**src/rtl/rf_write_arbiter.sv**
```systemverilog
// rtl/rf_write_arbiter.sv - register file write-port arbiter between the in-order pipeline and a long-latency result FIFO
// Optional macro: RF_WRITE_ARBITER_FWD_EN adds query_fwd_valid/query_fwd_data (youngest pending FIFO data for query_addr).
module rf_write_arbiter #(
    parameter int XLEN          = 64,
    parameter int REGISTER_SIZE = 5,
    parameter int FIFO_DEPTH    = 2,
    parameter int STARVE_LIMIT  = 4
) (
    input  logic                     clk,
    input  logic                     rst,
    input  logic                     pipe_wr_en,
    input  logic [REGISTER_SIZE-1:0] pipe_wr_addr,
    input  logic [XLEN-1:0]          pipe_wr_data,
    input  logic                     lu_valid,
    output logic                     lu_ready,
    input  logic [REGISTER_SIZE-1:0] lu_addr,
    input  logic [XLEN-1:0]          lu_data,
    output logic                     pipe_stall,
    output logic                     rf_writeback_enable,
    output logic [REGISTER_SIZE-1:0] rf_writeback_addr,
    output logic [XLEN-1:0]          rf_writeback_data,
    input  logic [REGISTER_SIZE-1:0] query_addr,
    output logic                     query_pending
`ifdef RF_WRITE_ARBITER_FWD_EN
    ,
    output logic                     query_fwd_valid,
    output logic [XLEN-1:0]          query_fwd_data
`endif
);

    localparam int PTR_W = (FIFO_DEPTH > 1) ? $clog2(FIFO_DEPTH) : 1;
    localparam int CNT_W = $clog2(FIFO_DEPTH + 1);
    localparam int STV_W = $clog2(STARVE_LIMIT + 1);

    typedef enum logic [1:0] {
        ST_IDLE  = 2'd0,
        ST_WAIT  = 2'd1,
        ST_FORCE = 2'd2
    } state_t;

    logic [REGISTER_SIZE-1:0] r_fifo_addr [FIFO_DEPTH];
    logic [XLEN-1:0]          r_fifo_data [FIFO_DEPTH];
    logic [FIFO_DEPTH-1:0]    r_fifo_valid;
    logic [PTR_W-1:0]         r_wr_ptr;
    logic [PTR_W-1:0]         r_rd_ptr;
    logic [CNT_W-1:0]         r_count;
    state_t                   r_state;
    logic [STV_W-1:0]         r_starve;
    logic                     r_wb_en;
    logic [REGISTER_SIZE-1:0] r_wb_addr;
    logic [XLEN-1:0]          r_wb_data;

    logic                     w_push;
    logic                     w_pipe_req;
    logic                     w_fifo_nonempty;
    logic                     w_grant_fifo;
    logic                     w_grant_pipe;
    logic [CNT_W-1:0]         w_count_next;
    logic                     w_query_hit;

    function automatic logic [PTR_W-1:0] ptr_inc(input logic [PTR_W-1:0] p);
        return (p == PTR_W'(FIFO_DEPTH - 1)) ? '0 : p + PTR_W'(1);
    endfunction

    // lu_ready comes only from the registered count so it never depends on lu_valid
    assign lu_ready        = (r_count < CNT_W'(FIFO_DEPTH));
    // Results for x0 are accepted but never stored
    assign w_push          = lu_valid & lu_ready & (lu_addr != '0);
    assign w_pipe_req      = pipe_wr_en & (pipe_wr_addr != '0);
    assign w_fifo_nonempty = (r_count != '0);
    // FORCE takes the port unconditionally; otherwise the pipeline wins and the FIFO fills idle slots
    assign w_grant_fifo    = w_fifo_nonempty & ((r_state == ST_FORCE) | ~w_pipe_req);
    assign w_grant_pipe    = (r_state != ST_FORCE) & w_pipe_req;
    assign w_count_next    = r_count + CNT_W'(w_push) - CNT_W'(w_grant_fifo);

    assign pipe_stall          = (r_state == ST_FORCE);
    assign rf_writeback_enable = r_wb_en;
    assign rf_writeback_addr   = r_wb_addr;
    assign rf_writeback_data   = r_wb_data;

    // FIFO storage, pointers and occupancy
    always_ff @(posedge clk) begin
        if (rst) begin
            r_wr_ptr     <= '0;
            r_rd_ptr     <= '0;
            r_count      <= '0;
            r_fifo_valid <= '0;
        end else begin
            if (w_push) begin
                r_fifo_addr[r_wr_ptr]  <= lu_addr;
                r_fifo_data[r_wr_ptr]  <= lu_data;
                r_fifo_valid[r_wr_ptr] <= 1'b1;
                r_wr_ptr               <= ptr_inc(r_wr_ptr);
            end
            if (w_grant_fifo) begin
                r_fifo_valid[r_rd_ptr] <= 1'b0;
                r_rd_ptr               <= ptr_inc(r_rd_ptr);
            end
            r_count <= w_count_next;
        end
    end

    // Starvation FSM: counts cycles the FIFO head is passed over and forces a one-cycle drain
    always_ff @(posedge clk) begin
        if (rst) begin
            r_state  <= ST_IDLE;
            r_starve <= '0;
        end else begin
            case (r_state)
                ST_IDLE: begin
                    r_starve <= '0;
                    if (w_push) begin
                        r_state <= ST_WAIT;
                    end
                end
                ST_WAIT: begin
                    if (w_grant_fifo) begin
                        r_starve <= '0;
                        r_state  <= (w_count_next == '0) ? ST_IDLE : ST_WAIT;
                    end else begin
                        r_starve <= r_starve + STV_W'(1);
                        if (r_starve >= STV_W'(STARVE_LIMIT - 1)) begin
                            r_state <= ST_FORCE;
                        end
                    end
                end
                ST_FORCE: begin
                    r_starve <= '0;
                    r_state  <= (w_count_next == '0) ? ST_IDLE : ST_WAIT;
                end
                default: begin
                    r_starve <= '0;
                    r_state  <= ST_IDLE;
                end
            endcase
        end
    end

    // Register the granted write so it reaches the register file one cycle after grant
    always_ff @(posedge clk) begin
        if (rst) begin
            r_wb_en   <= 1'b0;
            r_wb_addr <= '0;
            r_wb_data <= '0;
        end else begin
            r_wb_en <= w_grant_fifo | w_grant_pipe;
            if (w_grant_fifo) begin
                r_wb_addr <= r_fifo_addr[r_rd_ptr];
                r_wb_data <= r_fifo_data[r_rd_ptr];
            end else if (w_grant_pipe) begin
                r_wb_addr <= pipe_wr_addr;
                r_wb_data <= pipe_wr_data;
            end
        end
    end

    // Hazard lookup: any valid FIFO entry targeting the queried register
    always_comb begin
        w_query_hit = 1'b0;
        for (int i = 0; i < FIFO_DEPTH; i++) begin
            if (r_fifo_valid[i] && (r_fifo_addr[i] == query_addr)) begin
                w_query_hit = 1'b1;
            end
        end
    end

    assign query_pending = w_query_hit & (query_addr != '0);

`ifdef RF_WRITE_ARBITER_FWD_EN
    logic [PTR_W-1:0] w_scan_ptr;
    logic [XLEN-1:0]  w_fwd_data;

    // Walk oldest to youngest so the last match is the youngest pending value
    always_comb begin
        w_fwd_data = '0;
        w_scan_ptr = r_rd_ptr;
        for (int k = 0; k < FIFO_DEPTH; k++) begin
            if (r_fifo_valid[w_scan_ptr] && (r_fifo_addr[w_scan_ptr] == query_addr)) begin
                w_fwd_data = r_fifo_data[w_scan_ptr];
            end
            w_scan_ptr = ptr_inc(w_scan_ptr);
        end
    end

    assign query_fwd_valid = query_pending;
    assign query_fwd_data  = w_fwd_data;
`endif

endmodule

```
**config.mk**
```make
export PLATFORM = sky130hd
export DESIGN_NAME = rf_write_arbiter
export DESIGN_NICKNAME = d
export VERILOG_FILES = /design/src/rtl/rf_write_arbiter.sv
export SDC_FILE = /design/constraint.sdc
export NUM_CORES = 1
export LEC_CHECK = 0
export BUFFER_PORTS_ARGS = -buffer_cell sky130_fd_sc_hd__buf_2
export CAP_MARGIN = 20
export CORE_UTILIZATION = 40
export DETAILED_ROUTE_END_ITERATION = 8
export GPL_TIMING_DRIVEN = 0
export PLACE_DENSITY = 0.78
export SETUP_SLACK_MARGIN = 0.1
export SLEW_MARGIN = 30
export SYNTH_ARGS = -nofsm -noshare
export SYNTH_HDL_FRONTEND = slang
export SYNTH_SLANG_ARGS = --single-unit
```
**constraint.sdc**
```tcl
create_clock -name clk -period 5.5 [get_ports clk]
set_input_delay 0.275 -clock clk [delete_from_list [all_inputs] [get_ports clk]]
set_output_delay 0.275 -clock clk [all_outputs]
set_load 0.03 [all_outputs]
```
==> run summary <==
Clocking
- **clock latency reported for the late side of the worst-skew pair** 0.51 ns
- **largest buffer count on any clock path** 3
- **# Post-CTS Setup Buffers** 0
- **number of buffers inserted during clock tree synthesis** 23
- **CTS tree** built
- **sink count of the clock tree** 220
- **Clock Root Buffer** sky130_fd_sc_hd__clkbuf_16
- **CTS H-tree lvls** 1
- **clock slew at reported path FFs** 0.06 ns

Cells and area
- **share of layout cells above drive strength 1** 27.60%
- **number of fill cells in the layout** 1722
- **non-filler instance count after layout** 1346
- **Syn-to-layout area delta** 40.31%
- **most frequent standard cell in the layout excluding fill and tap cells** sky130_fd_sc_hd__buf_2
- **count of nets after finishing** 1204
- **commonest cells after routing, fill and taps aside** sky130_fd_sc_hd__buf_2 (231), sky130_fd_sc_hd__edfxtp_1 (138), sky130_fd_sc_hd__nand2_1 (136)
- **area occupied by multi-input gates** 0.002550 mm2
- **Final Cell Area** 0.01199 mm2
- **Reg area** 0.005786 mm2

STA
- **relative slew slack** 49.19%
- **hold_ws** 0.01322 ns
- **final critical delay including setup and external delays** 3.107 ns
- **final-report setup violation count** 0
- **final sum of negative setup slack** 0 ns
- **number of pins exceeding their max-slew limit in the final report** 0
- **Final Hold Vio Count** 0
- **highest achievable clock rate** 0.3219 GHz
- **RSZ-0062 raised after global routing** no
- **final cycle utilization of the critical path** 56.48%
- **worst slew pin tran** 0.7621 ns
- **setup clock skew after layout** 0.01694 ns

Drt
- **drt via density** 5.088
- **number of DRC markers after the initial detailed-route iteration** 300
- **Routed WL per cell** 17.82 um
- **uppermost metal layer occupied by signal nets** met5
- **met2 routed WL** 12110 um
- **number of antenna-violating nets in the routed design** 0
- **vias** 6848
- **final wirelength** 23990 um
- **drt drc** 0
- **DR WL met3** 1435 um
- **length of the first detailed-routing pass in iterations** 5
- **Metal-1 WL** 9508 um

Setup path
- **Worst EP required** 5.89 ns
- **sort of element at the end of the critical path** flop
- **startpoint class of the critical path** flop
- **critical path peak fanout** 10
- **Arr. time, crit path** 3.50 ns
- **type of the worst setup path** reg2reg

Logic synthesis
- **synthesized netlist cell count** 681
- **mean area per synthesized cell** 12.55 um2
- **count of state elements after synthesis** 220
- **total standard cell area after synthesis** 0.008544 mm2
- **fraction of synthesized cell area taken by the top area cell type** 48.50%
- **synth warn** 0
- **sequential fraction of the synthesis area** 67.71%
- **synth unique cells** 32
- **cell accounting for the most synthesized area** sky130_fd_sc_hd__edfxtp_1
- **Net Count, Synth** 832
- **largest cells by area after synthesis** sky130_fd_sc_hd__edfxtp_1 (48%), sky130_fd_sc_hd__dfxtp_1 (19%), sky130_fd_sc_hd__mux2i_1 (8.1%)

Global route
- **largest net degree at the start of global routing** 14
- **first-pass GRT wire length** 36750 um
- **GRT Util Overall** 21.64%
- **GR Overflow Total** 0
- **initial antenna violation count** 2
- **vias in the first global route** 7107

Outcome
- **status** finished, final reports clean

Worst hold path
- **worst hold path type** in2reg

Pwr
- **switching pwr** 1.603 mW
- **Internal Power** 3.398 mW
- **Net Sw Frac** 32.05%
- **portion of total power attributed to sequential cells** 41.6%
- **peak supply drop** 0.3349 mV
- **Pleak** 4.683 nW
- **Comb pwr share** 27.9%
- **clock group share of total power** 30.5%
- **power per unit of standard cell area** 417.1 mW/mm2

Floorplan
- **cell row count** 53
- **chip height** 148.2 um
- **overall die area** 0.02195 mm2
- **Core Box Area** 0.02096 mm2
- **overall die width** 148.2 um
- **I/O pin cnt** 220
- **initial core utilization** 40.78%

Placement
- **number of cells after detailed placement** 1195
- **I/O Buffers** 218
- **half-perimeter wire length after detailed placement** 15890 um
- **Post-Place Cell Area** 0.01015 mm2
- **final weighted congestion in routability-driven placement** 0.8312

Run
- **maxcap violations** 0

-- final cells by class --
| cell class | instances | share of cell area [%] |
|---|---|---|
| Antenna cell | 2 | 0.04174 |
| Inverter | 6 | 0.1879 |
| Multi-Input combinational cell | 407 | 21.27 |
| Sequential cell | 220 | 48.26 |
| Tap cell | 275 | 2.870 |
| Buffer | 48 | 1.638 |
| Timing Repair Buffer | 347 | 19.49 |
| Clock buffer | 35 | 5.771 |
| Clock inverter | 6 | 0.4696 |
-- final timing paths --
| path | slack, ns | to | depth (start not counted) | from |
|---|---|---|---|---|
| max | 2.39 | r_state[0] | 12 | r_state[0] |
| max reg2reg | 2.39 | r_state[0] | 12 | r_state[0] |
| min | 0.01 | rf_writeback_data[1] | 3 | pipe_wr_data[1] |
| min reg2reg | 0.46 | r_fifo_valid[1] | 1 | r_rd_ptr |
-- cells in the mapped netlist --
library cell	count
sky130_fd_sc_hd__nor2b_1	1
sky130_fd_sc_hd__or3_4	2
sky130_fd_sc_hd__nor2_1	12
sky130_fd_sc_hd__o31a_1	1
sky130_fd_sc_hd__nand3b_1	1
sky130_fd_sc_hd__and3b_1	1
sky130_fd_sc_hd__nor3_1	2
sky130_fd_sc_hd__a2111oi_0	1
sky130_fd_sc_hd__nor4_1	2
sky130_fd_sc_hd__nand3_1	4
sky130_fd_sc_hd__inv_1	6
sky130_fd_sc_hd__ha_1	4
sky130_fd_sc_hd__o211ai_1	69
sky130_fd_sc_hd__a211oi_1	2
sky130_fd_sc_hd__edfxtp_1	138
sky130_fd_sc_hd__clkbuf_1	35
sky130_fd_sc_hd__dfxtp_1	82
sky130_fd_sc_hd__o21ba_2	1
sky130_fd_sc_hd__o21bai_1	1
sky130_fd_sc_hd__o311ai_4	1
sky130_fd_sc_hd__buf_2	13
sky130_fd_sc_hd__a21oi_1	76
sky130_fd_sc_hd__mux2i_1	69
sky130_fd_sc_hd__or4_1	2
sky130_fd_sc_hd__o311a_1	1
sky130_fd_sc_hd__o21ai_0	1
sky130_fd_sc_hd__xnor2_1	5
sky130_fd_sc_hd__xor2_1	8
sky130_fd_sc_hd__or2_2	1
sky130_fd_sc_hd__o211ai_2	2
sky130_fd_sc_hd__nand2_1	136
sky130_fd_sc_hd__nand2b_1	1
-- power groups by stage --
stage / clock, mW / sequential [mW] / combinational (mW)
2_1_floorplan: 0 / 2.32 / 0.677
3_3_place_gp: 0 / 2.13 / 1.28
3_5_place_dp: 0 / 2.11 / 1.33
4_1_cts: 1.56 / 2.08 / 1.39
5_1_grt: 1.63 / 2.10 / 1.51
6_report: 1.53 / 2.08 / 1.39
-- worst max-delay path, cell delays in order (launching register included) --
cell and delay, ns:
sky130_fd_sc_hd__dfxtp_1 0.40, sky130_fd_sc_hd__nand2b_1 0.32, sky130_fd_sc_hd__o311a_1 0.25, sky130_fd_sc_hd__buf_2 0.28
sky130_fd_sc_hd__buf_2 0.31, sky130_fd_sc_hd__nor2_1 0.09, sky130_fd_sc_hd__ha_1 0.30, sky130_fd_sc_hd__inv_1 0.04
sky130_fd_sc_hd__ha_1 0.19, sky130_fd_sc_hd__xnor2_1 0.13, sky130_fd_sc_hd__xnor2_1 0.24, sky130_fd_sc_hd__a2111oi_0 0.15
sky130_fd_sc_hd__o31a_1 0.29
-- flip-flops by register name, summed over array words and instances (netlist names), named ones only --
register             count
rf_writeback_addr        5
r_rd_ptr                 1
rf_writeback_enable      1
rf_writeback_data       64
r_state                  2
r_count                  2
r_fifo_addr             10
r_fifo_data            128
r_fifo_valid             2
r_wr_ptr                 1
r_starve                 3
-- routing by layer --
metal  global-route usage (%)  up-vias
li1                         -     3236
met1                    26.05     3289
met2                    37.54      258
met3                    3.865       63
met4                    10.21        2
met5                        0        -
-- kinds of logic (layout without fill, tap and decap cells) --
logic type	after synthesis	after routing	synth area share (%)
simple gates	165	165	7.849
xor+xnor	13	13	1.333
other cells	0	2	0
mux	69	69	8.083
buf+inv	54	442	2.563
compound gates	156	156	11.88
flops	220	220	67.71
fa+ha+maj	4	4	0.5858
-- metrics by stage --
| stage | utilization, % | setup WS (ns) | power, mW |
|---|---|---|---|
| after floorplan | - | -0.5842 | 2.999 |
| after global placement | 47.62 | -3.844 | 3.402 |
| after detailed placement | 48.46 | 2.386 | 3.434 |
| after CTS | 57.19 | 2.370 | 5.026 |
| after global routing | 57.20 | 2.087 | 5.238 |
| final | 57.21 | 2.393 | 5.001 |
-- timing repair --
| item | CTS | global route |
|---|---|---|
| endpoints found under the hold margin | 177 | 0 |
| hold buffers | 108 | 0 |
| gates resized for setup | 0 | 0 |
(Power assumes the default switching activity.)
